File: config.mk
export PLATFORM = sky130hd
export DESIGN_NAME = wallace_mul_arbiter
export DESIGN_NICKNAME = d
export VERILOG_FILES = /design/src/rtl/mul_arb_pkg.sv /design/src/rtl/wallace_mul_arbiter_mul.sv /design/src/rtl/wallace_mul_arbiter.sv
export SDC_FILE = /design/constraint.sdc
export NUM_CORES = 2
export LEC_CHECK = 0
export BUFFER_PORTS_ARGS = -buffer_cell sky130_fd_sc_hd__buf_2
export CAP_MARGIN = 10
export CORE_ASPECT_RATIO = 0.6
export CORE_UTILIZATION = 35
export CTS_CLUSTER_DIAMETER = 60
export CTS_CLUSTER_SIZE = 24
export DETAILED_ROUTE_END_ITERATION = 10
export HOLD_SLACK_MARGIN = 0.06
export PLACE_DENSITY_LB_ADDON = 0.2
export SLEW_MARGIN = 20
export SYNTH_ARGS = -nofsm -noshare
export SYNTH_HDL_FRONTEND = slang
export SYNTH_HIERARCHICAL = 1
export SYNTH_SLANG_ARGS = --single-unit
File: constraint.sdc
create_clock -name clk -period 12.8 [get_ports clk]
set_input_delay 2.56 -clock clk [delete_from_list [all_inputs] [get_ports clk]]
set_output_delay 2.56 -clock clk [all_outputs]
set_load 0.02 [all_outputs]
File: src/rtl/mul_arb_pkg.sv
// Shared definitions for the two-requester multiplier arbiter: FSM encodings,
// requester ids and the default multicycle window.
package mul_arb_pkg;

    typedef logic [1:0] state_t;

    localparam state_t IDLE = 2'd0;
    localparam state_t BUSY = 2'd1;
    localparam state_t DONE = 2'd2;

    localparam logic REQ0 = 1'b0;
    localparam logic REQ1 = 1'b1;

    localparam int DEFAULT_WAIT_CYCLES = 4;

endpackage

File: src/rtl/wallace_mul_arbiter_mul.sv
// Combinational 32x32 unsigned Wallace-tree multiplier: 3:2 carry-save layers
// reduce 32 partial products to two rows, then one final carry-propagate add.
module wallace_mul_arbiter_mul (
    input  logic [31:0] a,
    input  logic [31:0] b,
    output logic [63:0] product
);

    localparam int ROWS   = 32;
    localparam int LAYERS = 8;

    function automatic int rows_after(input int n);
        return (n / 3) * 2 + (n % 3);
    endfunction

    logic [63:0] pp_s  [ROWS];
    logic [63:0] nxt_s [ROWS];
    int          n_s;

    // Build partial products and reduce them layer by layer (32,22,15,10,7,5,4,3,2)
    always_comb begin
        for (int r = 0; r < ROWS; r++) begin
            pp_s[r] = b[r] ? (64'(a) << r) : 64'd0;
        end
        n_s = ROWS;
        for (int l = 0; l < LAYERS; l++) begin
            for (int r = 0; r < ROWS; r++) begin
                nxt_s[r] = 64'd0;
            end
            for (int g = 0; g < n_s / 3; g++) begin
                nxt_s[2*g]   = pp_s[3*g] ^ pp_s[3*g+1] ^ pp_s[3*g+2];
                nxt_s[2*g+1] = ((pp_s[3*g] & pp_s[3*g+1]) |
                                (pp_s[3*g] & pp_s[3*g+2]) |
                                (pp_s[3*g+1] & pp_s[3*g+2])) << 1;
            end
            // Rows left over from the last full triple pass straight through
            for (int r = (n_s / 3) * 3; r < n_s; r++) begin
                nxt_s[r - (n_s / 3)] = pp_s[r];
            end
            for (int r = 0; r < ROWS; r++) begin
                pp_s[r] = nxt_s[r];
            end
            n_s = rows_after(n_s);
        end
        product = pp_s[0] + pp_s[1];
    end

endmodule

File: src/rtl/wallace_mul_arbiter.sv
// Round-robin arbiter sharing one multicycle Wallace multiplier between two
// requesters; single outstanding operation, product registered after the window.
module wallace_mul_arbiter
    import mul_arb_pkg::*;
#(
    parameter int WAIT_CYCLES = DEFAULT_WAIT_CYCLES,
    parameter int CNT_W       = 4
) (
    input  logic        clk,
    input  logic        rst_n,
    input  logic [1:0]  req_valid,
    output logic [1:0]  req_ready,
    input  logic [31:0] req_a0,
    input  logic [31:0] req_b0,
    input  logic [31:0] req_a1,
    input  logic [31:0] req_b1,
    output logic [1:0]  rsp_valid,
    input  logic [1:0]  rsp_ready,
    output logic [63:0] rsp_data,
    output logic        busy
);

    state_t           state_q, state_d;
    logic [31:0]      a_q, a_d, b_q, b_d;
    logic             owner_q, owner_d;
    logic             last_grant_q, last_grant_d;
    logic [CNT_W-1:0] cnt_q, cnt_d;
    logic [63:0]      rsp_data_q, rsp_data_d;
    logic [63:0]      product_s;
    logic [1:0]       grant_s;

    // a_q/b_q -> product_s is the only multicycle path (WAIT_CYCLES cycles)
    wallace_mul_arbiter_mul u_mul (
        .a       (a_q),
        .b       (b_q),
        .product (product_s)
    );

    // Round-robin grant, offered only while idle; a tie goes to the requester not served last
    always_comb begin
        grant_s = 2'b00;
        if (state_q == IDLE) begin
            case (req_valid)
                2'b01:   grant_s = 2'b01;
                2'b10:   grant_s = 2'b10;
                2'b11:   grant_s = (last_grant_q == REQ1) ? 2'b01 : 2'b10;
                default: grant_s = 2'b00;
            endcase
        end else begin
            grant_s = 2'b00;
        end
    end

    // FSM, operand capture and wait counter
    always_comb begin
        state_d      = state_q;
        a_d          = a_q;
        b_d          = b_q;
        owner_d      = owner_q;
        last_grant_d = last_grant_q;
        cnt_d        = cnt_q;
        rsp_data_d   = rsp_data_q;
        case (state_q)
            IDLE: begin
                if (grant_s[1]) begin
                    a_d          = req_a1;
                    b_d          = req_b1;
                    owner_d      = REQ1;
                    last_grant_d = REQ1;
                    cnt_d        = CNT_W'(WAIT_CYCLES - 1);
                    state_d      = BUSY;
                end else if (grant_s[0]) begin
                    a_d          = req_a0;
                    b_d          = req_b0;
                    owner_d      = REQ0;
                    last_grant_d = REQ0;
                    cnt_d        = CNT_W'(WAIT_CYCLES - 1);
                    state_d      = BUSY;
                end else begin
                    state_d = IDLE;
                end
            end
            BUSY: begin
                if (cnt_q == {CNT_W{1'b0}}) begin
                    rsp_data_d = product_s;
                    state_d    = DONE;
                end else begin
                    cnt_d = cnt_q - CNT_W'(1);
                end
            end
            DONE: begin
                if (rsp_ready[owner_q]) begin
                    state_d = IDLE;
                end else begin
                    state_d = DONE;
                end
            end
            default: state_d = IDLE;
        endcase
    end

    // State registers; reset discards any in-flight operation
    always_ff @(posedge clk or negedge rst_n) begin
        if (!rst_n) begin
            state_q      <= IDLE;
            a_q          <= 32'd0;
            b_q          <= 32'd0;
            owner_q      <= REQ0;
            last_grant_q <= REQ1;
            cnt_q        <= {CNT_W{1'b0}};
            rsp_data_q   <= 64'd0;
        end else begin
            state_q      <= state_d;
            a_q          <= a_d;
            b_q          <= b_d;
            owner_q      <= owner_d;
            last_grant_q <= last_grant_d;
            cnt_q        <= cnt_d;
            rsp_data_q   <= rsp_data_d;
        end
    end

    assign req_ready = grant_s;
    assign rsp_valid = (state_q == DONE) ? ((owner_q == REQ1) ? 2'b10 : 2'b01) : 2'b00;
    assign rsp_data  = rsp_data_q;
    assign busy      = (state_q != IDLE);

endmodule
==> run summary <==
chip width -> 433 um
Slowest-stage cell, CP -> fa_1
CTS resizes -> 0
DRT Wirelength -> 127 mm
EDFF count, synth -> 0
total clock sinks -> 136
most common cell after layout, fill and taps aside -> fa_1
number of CTS-inserted buffers -> 17
startpoint types -> flop
CTS tree -> built
reg-to-reg slack, setup -> 4.06 ns
vias in the first global route -> 29200
DP Wirelength -> 101 mm
row count -> 94
syn_nets -> 5292
clk_lat worst skew -> 0.49 ns
starting density of the core -> 0.355
post-CTS setup buffer count -> 0
run status -> finished clean
Ys Warns -> 6
initial antenna violation count -> 12
Clock Tree Buf Depth -> 2
Max FO, Critical Path -> 24
largest cells by area after synthesis -> fa_1 47%, and2_1 10%, dfrtp_1 8.7%
CP Class -> reg2reg
max-slew violations -> 0
relative slew slack -> 0.331
GP Congestion -> 0.918
nets -> 5308
CTS root buffer -> clkbuf_16
final hold vios -> 0
hold_sp -> cnt_q[0]
top cell type's share of synthesized area -> 0.466
Netlist cell types -> 78
Max Cap Viol -> 0
minimum clock period -> 8.74 ns
type of the most critical hold path -> reg2reg
largest net degree at the start of global routing -> 104
Crit path largest cell delay -> 0.71 ns
Final period util -> 0.683
hold_buf cts -> 0
Hold Path Sink -> cnt_q[0]
I/O pin count -> 203
Clock Pin Slew Worst Setup and Hold Paths -> 0.08 ns
area delta synth->final -> 7.39%
critical path, cell by cell -> buf_4 -> nand2_1 -> fa_1 -> fa_1 -> fa_1 -> inv_1 -> fa_1 -> inv_1 -> fa_1 -> fa_1 -> fa_1 -> fa_1 -> inv_1 -> ha_1 -> nand4_1 -> or2_2 -> o31ai_2 -> o22a_1 -> a311o_1 -> a31oi_1 -> xnor2_1 -> mux2_4
Setup-failing EPs final -> 0
worst hold path cell count -> 1
drt wl/cell -> 22.9 um
Yosys reg bits -> 136
Core Area -> 110000 um2
skew final -> 0.0230 ns
Syn Inst Count -> 4035
die area -> 113000 um2
antenna-violating nets left -> 0
DRC errors left -> 0
GRT overflow -> 0
port bufs -> 202
Overall Global Routing Usage -> 0.235
CP required -> 13.16 ns
1st-iter DRT viols -> 2588
first-pass GRT wire length -> 196 mm
Seq/Total Area, Yosys -> 0.0872
Die Span Y -> 261 um
layout cells sized above 1 -> 0.0938
detailed-route via count -> 28000
worst r2r src -> a_q[12]
Synth Flop Type -> dfrtp_1
post-DR vias/cell -> 5.04
RSZ-0062 raised after global routing -> false
Worst EP arrival -> 9.10 ns
Worst R2R Path Depth -> 22
Syn Std Cell Area -> 39000 um2
Yosys top cell by area -> fa_1
iteration count of the initial detailed-routing pass -> 6
cell mode on critical path -> fa_1
reg2reg end -> rsp_data[59]
measured slew at the worst slew-check pin -> 1.00 ns
setup TNS -> 0 ns
critical path endpoint category -> flop
htree depth -> 4
async set or reset register ratio after synthesis -> 1.00
most frequent cells in the layout -> 908 x fa_1, 826 x inv_1, 630 x and2_1
syn avg cell area -> 9.67 um2
Fmax -> 114 MHz
==> metrics by stage <==
step	utilization	instance area, um2	instances	worst slack, ns	hold WS [ns]
finish	0.381	41900	5560	4.06	0.477
global route	0.381	41900	5552	3.82	0.514
CTS	0.381	41900	5552	4.17	0.476
detailed placement	0.375	41300	5520	4.24	0.465
global placement	0.375	41300	5520	3.99	0.471
floorplan	-	39000	4035	5.46	0.440
==> critical path: cells and delay by family, from the launching register on <==
kind | cells | cell delay (ns)
and+or+nand+nor | 3 | 0.69
adders and majority gates | 9 | 4.78
buffers and inverters | 4 | 0.60
muxes | 1 | 0.27
AOI/OAI and AO/OA | 4 | 1.42
xor gates and xnor gates | 1 | 0.15
DFF | 1 | 0.66
==> worst max-delay path by stage <==
| stage | startpoint | cells past startpoint | slack (ns) | end |
|---|---|---|---|---|
| after floorplan | b_q[23] | 26 | 5.46 | rsp_data[63] |
| after global placement | b_q[20] | 21 | 3.99 | rsp_data[59] |
| after detailed placement | b_q[10] | 22 | 4.24 | rsp_data[59] |
| after CTS | b_q[10] | 22 | 4.17 | rsp_data[59] |
| after global routing | b_q[21] | 22 | 3.82 | rsp_data[59] |
| final | a_q[12] | 22 | 4.06 | rsp_data[59] |
==> cells in the mapped netlist, types with 40 or more instances <==
master,count
clkbuf_1,241
and2_1,630
and3_1,70
ha_1,215
a21oi_1,53
a21o_1,40
a221o_1,65
nand2_1,437
dfrtp_1,135
inv_1,826
mux2_4,49
fa_1,908
and4_1,66
==> cells by family (layout without fill, tap and decap cells) <==
kind of cell | count (synthesis) | in the layout | share of synthesized area
flip-flops | 136 | 136 | 0.0872
AO/OA/AOI/OAI | 268 | 268 | 0.0519
adder cells (fa/ha/maj) | 1123 | 1123 | 0.535
XOR/XNOR | 50 | 50 | 0.0112
buffers and inverters | 1097 | 1126 | 0.108
AND/OR/NAND/NOR | 1293 | 1293 | 0.182
other | 0 | 8 | 0
multiplexers | 68 | 68 | 0.0242
==> layout make-up <==
class,count,area [um2]
Antenna cell,8,20.0
Multi-Input combinational cell,2802,31400
Fill cell,11200,68200
Tap cell,1488,1860
Clock buffer,17,425
Inverter,828,3110
Clock inverter,15,176
Timing Repair Buffer,266,1500
Sequential cell,136,3420
==> layer usage <==
metal  GRT usage  part of all wire  vias up
met2       0.279              0.35     1264
met1       0.405              0.53    14600
li1            -                 -    12100
met5     0.00126           0.00056        -
met3      0.0695              0.12       55
met4      0.0228            0.0063       10
==> state kept, by name, indices dropped and copies added (netlist names) <==
register,cells
rsp_data,64
a_q,32
b_q,32
cnt_q,4
state_q,2
last_grant_q,1
owner_q,1
Power is not shown: default switching activity piles up to over one toggle a cycle in this logic, so the estimate is an artifact.
